[src/rtl/div.sv]
// 32-bit restoring divider, signed or unsigned, producing {remainder, quotient}.
// One quotient bit per cycle; a zero divisor yields an all-zero result with no flag.
module div (
   input  logic        clk,
   input  logic        rst,
   input  logic        signed_div_i,
   input  logic [31:0] opdata1_i,
   input  logic [31:0] opdata2_i,
   input  logic        start_i,
   input  logic        annul_i,
   output logic [63:0] result_o,
   output logic        ready_o
);

   localparam logic [1:0] ST_FREE   = 2'd0;
   localparam logic [1:0] ST_BYZERO = 2'd1;
   localparam logic [1:0] ST_ON     = 2'd2;
   localparam logic [1:0] ST_END    = 2'd3;

   logic [1:0]  state;
   logic [5:0]  cnt;
   logic [64:0] dividend;
   logic [31:0] divisor;
   logic        sign1;
   logic        sign2;
   logic        signed_q;

   logic [32:0] diff;
   logic [31:0] mag1;
   logic [31:0] mag2;
   logic [31:0] quot_fin;
   logic [31:0] rem_fin;

   // The 33-bit subtract keeps a full 32-bit divisor magnitude (0x80000000) from overflowing.
   always_comb begin
      diff     = {1'b0, dividend[63:32]} - {1'b0, divisor};
      mag1     = (signed_div_i && opdata1_i[31]) ? (~opdata1_i + 32'd1) : opdata1_i;
      mag2     = (signed_div_i && opdata2_i[31]) ? (~opdata2_i + 32'd1) : opdata2_i;
      quot_fin = (signed_q && (sign1 ^ sign2)) ? (~dividend[31:0] + 32'd1) : dividend[31:0];
      rem_fin  = (signed_q && sign1) ? (~dividend[64:33] + 32'd1) : dividend[64:33];
   end

   always_ff @(posedge clk) begin
      if (rst) begin
         state    <= ST_FREE;
         cnt      <= 6'd0;
         dividend <= 65'd0;
         divisor  <= 32'd0;
         sign1    <= 1'b0;
         sign2    <= 1'b0;
         signed_q <= 1'b0;
         ready_o  <= 1'b0;
         result_o <= 64'd0;
      end else begin
         case (state)
            ST_FREE: begin
               ready_o  <= 1'b0;
               result_o <= 64'd0;
               if (start_i && !annul_i) begin
                  if (opdata2_i == 32'd0) begin
                     state <= ST_BYZERO;
                  end else begin
                     state    <= ST_ON;
                     cnt      <= 6'd0;
                     sign1    <= opdata1_i[31];
                     sign2    <= opdata2_i[31];
                     signed_q <= signed_div_i;
                     dividend <= {32'd0, mag1, 1'b0};
                     divisor  <= mag2;
                  end
               end
            end
            ST_BYZERO: begin
               state    <= ST_END;
               ready_o  <= 1'b1;
               result_o <= 64'd0;
            end
            ST_ON: begin
               if (annul_i) begin
                  state    <= ST_FREE;
                  ready_o  <= 1'b0;
                  result_o <= 64'd0;
               end else if (cnt != 6'd32) begin
                  if (diff[32]) begin
                     dividend <= {dividend[63:0], 1'b0};
                  end else begin
                     dividend <= {diff[31:0], dividend[31:0], 1'b1};
                  end
                  cnt <= cnt + 6'd1;
               end else begin
                  state    <= ST_END;
                  ready_o  <= 1'b1;
                  result_o <= {rem_fin, quot_fin};
               end
            end
            ST_END: begin
               if (!start_i) begin
                  state    <= ST_FREE;
                  ready_o  <= 1'b0;
                  result_o <= 64'd0;
               end
            end
            default: begin
               state <= ST_FREE;
            end
         endcase
      end
   end

endmodule

[config.mk]
export PLATFORM = sky130hd
export DESIGN_NAME = div
export DESIGN_NICKNAME = d
export VERILOG_FILES = /design/src/rtl/div.sv
export SDC_FILE = /design/constraint.sdc
export NUM_CORES = 1
export LEC_CHECK = 0
export ABC_CLOCK_PERIOD_IN_PS = 2930
export BUFFER_PORTS_ARGS = -buffer_cell sky130_fd_sc_hd__clkbuf_2
export CAP_MARGIN = 10
export CORE_MARGIN = 1.5
export CORE_UTILIZATION = 54
export DETAILED_ROUTE_END_ITERATION = 10
export GPL_ROUTABILITY_DRIVEN = 0
export PLACE_DENSITY = 0.78
export SYNTH_ARGS = -nofsm -noshare
export SYNTH_HDL_FRONTEND = slang
export SYNTH_SLANG_ARGS = --single-unit
[constraint.sdc]
create_clock -name clk -period 2.93 [get_ports clk]
set_clock_uncertainty 0.15 [all_clocks]
set_input_delay 0.1465 -clock clk [delete_from_list [all_inputs] [get_ports clk]]
set_output_delay 0.1465 -clock clk [all_outputs]
set_load 0.01 [all_outputs]
# Yosys cells after proc, flatten, opt, wreduce, memory -nomap -nowiden
# Index checks and enable logic that the tools add are counted.
# totals
register_bits	173
out_inout_bits	65
word_cells	74
# op_classes
bitwise_logic	6
n_reduce_logical	14
n_mux	29
n_addsub	6
eq_ne	10
# op_table
cell	count
$mux W65	5
$mux W64	3
$pmux W64 S3	1
$pmux W65 S2	1
$add A32 B1 Y32 const B	4
$mux W32	4
$not A32 Y32	4
$sub A32 B32 Y33	1
$logic_not A32 Y1	1
$mux W6	4
$pmux W6 S2	1
$mux W2	5
$ne A2 B2 Y1 const B	5
$pmux W2 S4	1
$add A6 B1 Y6 const B	1
$ne A6 B6 Y1 const B	1
$reduce_and A3 Y1	2
$logic_and A1 B1 Y1	5
$reduce_and A5 Y1	1
$eq A2 B2 Y1 const B	2
$pmux W1 S4	1
$mux W1	3
$ne A3 B3 Y1 const B	1
$eq A2 B1 Y1 const B	1
other kinds (7)	7

# Depth between registers and ports, before layout
# Gate-level depths: netlist of run 1.
# logic_depth
ltp_word	6
mapped_depth	14
ltp_nobuf	12

# Worst setup path after synthesis of run 1
# Ideal clock, no wire load.
# synth_timing
path_kind	register to register
from	register dividend[33]
to	register dividend[58]
synth_period_minus_slack_ns	3.055
setup_time_ns	0.125
slack_ns	-0.125
stages_incl_launch_ff	13
arrival_time_ns	2.780
path_buffers	2
path_cell_list	dfxtp_1 > inv_1 > fa_1 > nor2b_1 > o31a_1 > o21ai_0 > a211oi_2 > o31ai_1 > o41a_1 > buf_4 > buf_2 > a32oi_1 > o31ai_1
# synth_via
elab_chain_cells	5
# synth_rtl
item	line	rtl
start, declared	22	logic [64:0] dividend;
start signal, assigned	68	dividend <= {32'd0, mag1, 1'b0};
start signal, assigned	85	dividend <= {dividend[63:0], 1'b0};
start signal, assigned	87	dividend <= {diff[31:0], dividend[31:0], 1'b1};
$sub A32 B32 Y33	36	diff = {1'b0, dividend[63:32]} - {1'b0, divisor};
$mux W65	84	if (diff[32]) begin
$mux W65	83	end else if (cnt != 6'd32) begin
$mux W65	79	if (annul_i) begin
$pmux W65 S2	55	case (state)
# Every way passes these cells. The select of a mux whose other input is x is not followed.
# A chain may end at the register's enable or synchronous reset.

# Worst setup path after layout of run 1
# layout_timing
from	register dividend[32]
to	register dividend[36]
# The elaborated chain is that of the path after synthesis.

==> reports/metrics.csv, run 1 <==
metric,value,unit
initial core utilization,0.554,
XOR/XNOR Fraction of Synth Area,0.115,
GRT met3 Usage,0.0494,
crit-path cells,inv_2 -> ha_4 -> fa_2 -> nor2b_2 -> o31a_1 -> o21ai_2 -> a211oi_4 -> o31ai_4 -> o41a_4 -> buf_12 -> buf_16 -> o21ai_2 -> a22o_1,
cells after synthesis,1436,
Final setup viols,22,
Max Fclk,0.329,GHz
Cells after DPL,1848,
drt pass-1 iters,5,
cell with the most instances after synthesis,nand2_1,
Post-Synth Adder-Cell Area,0.0526,
"Remaining Overflow, GRT",0,
Critical Path AT,3260,ps
r2r setup slk,-110,ps
Max Buffers Root-to-Sink,2,
YS warnings,0,
Area contributors post-synth,"dfxtp_1 (32%), nand2_1 (7.1%), xnor2_1 (6.2%)",
worst-path cell with the longest stage delay,o41a_4,
Die ar.,21000,µm²
met2 GRT Util,0.470,
Synth Area in Compound Gates,0.252,
Syn Area/Cell,7.56,µm²
area share of and/or/nand/nor cells after synthesis,0.206,
Max Slew Vio Count,0,
HP Class,input pin to flop,
NumNets Final,1772,
max-cap violations,0,
crit end category,flop,
CP required,3160,ps
Setup CP Type,flop to flop,
top_reg_cell synth,dfxtp_1,
"Hold Violations, Final",0,
setup TNS,-1010,ps
Yosys top cell by area,dfxtp_1,
"Clk pin slew, worst setup/hold paths",70,ps
Rows,51,
critical path's most frequent cell,o21ai_2,
GR Util met1,0.424,
DRC violations left,0,
status,finished with violations,
Final WS setup,-106,ps
core area,19600,µm²
"EDFF count, synth",0,
clk sinks,173,
Max IR drop VDD,0.414,mV
first-pass GRT wire length,49.6,mm
violated checks,setup timing,
RSZ-0062 raised after global routing,true,
Mapped Nets,1550,
"FF+latch count, synth",173,
largest family of logic cells by synthesized area,compound AO/OA/AOI/OAI gates,
CTS tree,done,
fin crit share,1.04,
"Seq/Total Area, Yosys",0.319,
asr flop ratio synth,0,
# fillers,1461,
H-tree lvl count,4,
DR vias,11400,
worst slew pin tran,1200,ps
Root Driver,clkbuf_16,
Netlist cell types,71,
fraction of layout cells with a size suffix above 1,0.224,
1st-iter DRT viols,989,
Synth top area share,0.319,
post-DR vias/cell,5.88,
Final Non-Filler Cells,1936,
I/O Buffers,133,
Tot GR Track Use,0.297,
grt peak-use layer,met2,
initial antenna violation count,0,
diode count,0,
post-synthesis mux area share,0.00553,
Clock Latency Late Sink,440,ps
drt total wl,32.2,mm
Area growth syn-to-layout,29.4,%
CP Launch Type,flop,
largest net degree at the start of global routing,75,
Max stage delay on crit path,450,ps
vias in the first global route,10000,
slew margin rel.,0.197,
cell area after synthesis,10900,µm²
cts bufs inserted,17,
most common library cells after synthesis,"nand2_1 (204), dfxtp_1 (173), nor2_1 (140)",
routed len/inst,16.7,µm
CP Max Fanout,7,
Pleak,5.73,nW
die height,145,µm
power per cell area,574,nW/µm²
chip width,145,µm
Post-DP HPWL,22.1,mm
ANT nets after route,0,
Final min period,3040,ps
I/O pins,134,
## what timing repair did
action | 4_1_cts | 5_1_grt
hold endpoints to repair | 43 | 0
cloned | 4 | 1
hold buffers | 42 | 0
setup buffers | 6 | 8
setup endpoints to repair | 33 | 72
resized for setup | 37 | 68
pin swaps | 11 | 40
## metal layers
metal / vias to the layer above / share of wire
li1: 5478 / -
met1: 5300 / 0.45
met2: 537 / 0.45
met3: 70 / 0.088
met4: 0 / 0.017
met5: - / 0
## power breakdown
group / internal, mW / total (mW) / leakage [nW] / switching [mW]
clock: 1.21 / 2.30 / 0.285 / 1.08
sequential: 2.53 / 2.74 / 1.40 / 0.211
combinational: 1.24 / 3.02 / 4.04 / 1.78
total: 4.98 / 8.06 / 5.73 / 3.08
## layout make-up
cell class / instances / area [µm²] / area share
Inverter: 55 / 206 / 0.0147
Clock buffer: 17 / 425 / 0.0303
Clock inverter: 15 / 170 / 0.0121
Multi-Input combinational cell: 1125 / 7330 / 0.522
Timing Repair Buffer: 286 / 2120 / 0.151
Tap cell: 265 / 332 / 0.0236
Sequential cell: 173 / 3470 / 0.247
## path summary, 6_finish.rpt
kind | depth (start not counted) | startpoint | to
max | 13 | dividend[32] | dividend[36]
min | 5 | opdata1_i[21] | dividend[22]
min reg2reg | 2 | result_o[14] | result_o[14]
max reg2reg | 13 | dividend[32] | dividend[36]
## flip-flops by register name (all words and copies together) (netlist names)
register,flops
state,2
cnt,6
ready_o,1
result_o,64
sign1,1
divisor,32
dividend,65
sign2,1
signed_q,1
## critical path, delay by kind of cell (launching register included)
kind | cells | cell delay [ps]
adder cells (fa/ha/maj) | 2 | 500
flip-flops | 1 | 340
AND/OR/NAND/NOR | 1 | 140
buffers and inverters | 3 | 360
AO/OA/AOI/OAI | 7 | 1470
## per-stage QoR
step           hold WS [ps]  power (mW)  worst slack [ps]   util  instance area (µm²)
2_1_floorplan           144        4.57              3.43      -                10900
3_3_place_gp            284        5.31             -76.1  0.634                12400
3_5_place_dp            293        5.37              -146  0.634                12400
4_1_cts                3.72        7.82              -103  0.699                13700
5_1_grt                54.5        8.46              -164  0.717                14000
6_report               10.4        8.06              -106  0.717                14000
## cells by family after synthesis
kind of cell    Yosys count
fa+ha+maj                45
simple gates            489
buf+inv                 138
mux                       6
flops                   173
compound gates          442
xor+xnor                143
## cells in the final DEF (no fill, tap or decap), drive strengths merged, types with 6 or more instances in the layout
| cell | Yosys | routed |
|---|---|---|
| clkbuf | 70 | 147 |
| a22oi | 27 | 27 |
| o31ai | 23 | 23 |
| a31oi | 9 | 9 |
| ha | 44 | 44 |
| a22o | 12 | 12 |
| xnor2 | 77 | 77 |
| nand2b | 18 | 18 |
| or3 | 8 | 8 |
| o21bai | 7 | 7 |
| dfxtp | 173 | 173 |
| nor2b | 11 | 11 |
| and3 | 9 | 9 |
| nor3 | 28 | 28 |
| o21a | 8 | 8 |
| nand3 | 15 | 15 |
| a21oi | 124 | 124 |
| inv | 55 | 63 |
| mux2i | 6 | 6 |
| a21o | 12 | 12 |
| a32oi | 8 | 8 |
| o21ai | 146 | 146 |
| dlygate4sd3 | 0 | 41 |
| nand2 | 205 | 205 |
| nor2 | 141 | 141 |
| a211oi | 34 | 34 |
| or4 | 6 | 6 |
| o41ai | 9 | 9 |
| nor4 | 16 | 16 |
| and2 | 11 | 11 |
| buf | 13 | 115 |
| xor2 | 66 | 66 |
Power figures use the tool's default switching activity.
==> run 2, diff against run 1 <==
Settings changed: SETUP_SLACK_MARGIN from default to 0.2.
==> run 2 against run 1 <==
  * First-iteration DRC count is 0.71% lower
  * Highest routed layer unchanged
  * Sequential power hardly changed
  * Total power is 2.0% lower
  * Global-route usage is 0.49 points lower
  * Fmax is 3.2% lower
  * The flow still finishes with violations (setup timing)
  * Sequential cell count stayed put
  * Wire length is 0.72% higher
  * Register-to-register slack worse by 99 ps
  * Cell count is 0.46% lower
  * Count of clock-buffer cells in the layout is 2 higher
  * Combinational power hardly changed
  * Die area stayed put
==> reports/metrics.csv, run 2 (synthesis results as in run 1) <==
metric,value,unit,change
diode count,0,,unchanged
Sw Ratio,0.379,,-0.00231
Post-DP HPWL,22.0,mm,-0.53%
Tot GR Track Use,0.292,,-0.00490
Max Buffers Root-to-Sink,2,,unchanged
CP Max Fanout,12,,+5
post-DR vias/cell,5.90,,+0.32%
Setup CP Type,flop to flop,,
"most common cell after layout, fill and taps aside",nand2_1,,
NumNets Final,1765,,-0.40%
Psw,3.00,mW,-2.6%
routed len/inst,16.8,µm,+1.2%
met2 GRT Util,0.450,,-0.0206
Pleak,5.65,nW,-1.3%
cts bufs inserted,17,,unchanged
Clock Latency Late Sink,440,ps,about the same
drt total wl,32.5,mm,+0.72%
grt peak-use layer,met2,,
Final Non-Filler Cells,1927,,-0.46%
initial core utilization,0.554,,unchanged
Reg with most FFs,dividend,,
"Clk pin slew, worst setup/hold paths",70,ps,about the same
GR Util met1,0.421,,-0.00258
"Hold Violations, Final",0,,unchanged
slew margin rel.,0.473,,+0.276
GRT met3 Usage,0.0480,,-0.00132
biggest regs,"dividend x65, result_o x64, divisor x32",,
I/O Buffers,133,,unchanged
1st-iter DRT viols,982,,-0.71%
die height,145,µm,unchanged
Pint,4.90,mW,-1.6%
violated checks,setup timing,,
vias in the first global route,9739,,-2.9%
"Remaining Overflow, GRT",0,,unchanged
largest net degree at the start of global routing,77,,+2.7%
power per cell area,565,nW/µm²,-1.5%
CTS tree,done,,
CP Launch Type,flop,,
Cells after DPL,1841,,-0.38%
initial antenna violation count,0,,unchanged
RSZ-0062 raised after global routing,true,,
max reg flops,65,,unchanged
first-pass GRT wire length,48.8,mm,-1.5%
Final Power,7.90,mW,-2.0%
status,finished with violations,,
Die ar.,21000,µm²,unchanged
clk sinks,173,,unchanged
H-tree lvl count,4,,unchanged
max-cap violations,0,,unchanged
crit end category,flop,,
drt pass-1 iters,7,,+2
DRC violations left,0,,unchanged
fraction of layout cells with a size suffix above 1,0.230,,+0.00543
Final min period,3140,ps,+99.4 ps
most frequent cells in the layout,"nand2_1 (197), dfxtp_1 (155), clkbuf_2 (132), nor2_1 (130), a21oi_1 (113)",,
Max Fclk,0.319,GHz,-3.2%
DR vias,11400,,-0.15%
chip width,145,µm,unchanged
DP Worst Slack,-66.5,ps,+79.0 ps
Max IR drop VDD,0.354,mV,-14%
ANT nets after route,0,,unchanged
fin crit share,1.07,,+0.0339
Rows,51,,unchanged
Max Slew Vio Count,0,,unchanged
Final WS setup,-206,ps,-99.4 ps
Critical Path AT,3370,ps,+110 ps
power share of the combinational group,0.385,,+0.010
Root Driver,clkbuf_16,,
sequential share of power,0.349,,+0.009
I/O pins,134,,unchanged
core area,19600,µm²,unchanged
HP Class,input pin to flop,,
clock share of power,0.266,,-0.019
worst slew pin tran,790,ps,-413 ps
Final setup viols,33,,+50%
CP required,3160,ps,about the same
Area growth syn-to-layout,28.7,%,
run 2: layer usage:
metal  vias up  wire length (µm)
li1       5487                 -
met1      5275             14400
met2       546             14400
met3        60              3020
met4         0               613
met5         -                 0
run 2: power groups by stage:
stage / clock (mW) / sequential [mW] / combinational (mW)
2_1_floorplan: 0 / 2.72 / 1.88
3_3_place_gp: 0 / 2.78 / 2.56
3_5_place_dp: 0 / 2.79 / 2.61
4_1_cts: 2.09 / 2.74 / 2.78
5_1_grt: 2.21 / 2.77 / 3.32
6_report: 2.10 / 2.75 / 3.04
run 2: cell type report:
class	instances	area [µm²]
well taps	265	332
repair buffers	278	2050
clock inverters	11	86.3
multi-input cells	1126	7360
clock buffers	19	443
inverters	55	206
fillers	1487	5620
flip-flops and latches	173	3490
run 2: timing repair:
item	in CTS	in global routing
gates resized for setup	45	54
endpoints found under the hold margin	70	0
buffers inserted	1	9
pin swaps	4	18
gates cloned	2	5
hold buffers	38	0
setup endpoints to repair	36	98
run 2: metrics by stage:
step	instance area, µm²	TNS [ps]	hold WS (ps)	utilization
after floorplan	11000	0	144	-
after global placement	12400	-84.0	285	0.635
after detailed placement	12400	-557	291	0.635
after CTS	13600	-18.3	3.96	0.692
after global routing	14000	-5650	14.7	0.713
final	14000	-3830	8.65	0.713
run 2: worst paths after layout:
check,end,cells after the start,from,slack [ps]
setup / recovery,dividend[53],12,dividend[32],-210
hold / removal,divisor[3],4,opdata2_i[2],9
setup reg to reg,dividend[53],12,dividend[32],-210
hold reg to reg,result_o[61],2,result_o[61],290
run 2: critical path, cell delays in order (launching register included):
cell       delay, ps
dfxtp_2          340
inv_2             50
ha_4             150
fa_2             370
nor2b_2          140
o31a_1           190
o21ai_2          110
a211oi_4         300
o31ai_4          140
o41a_2           540
clkbuf_16        240
o21ai_1          190
a22o_1           170
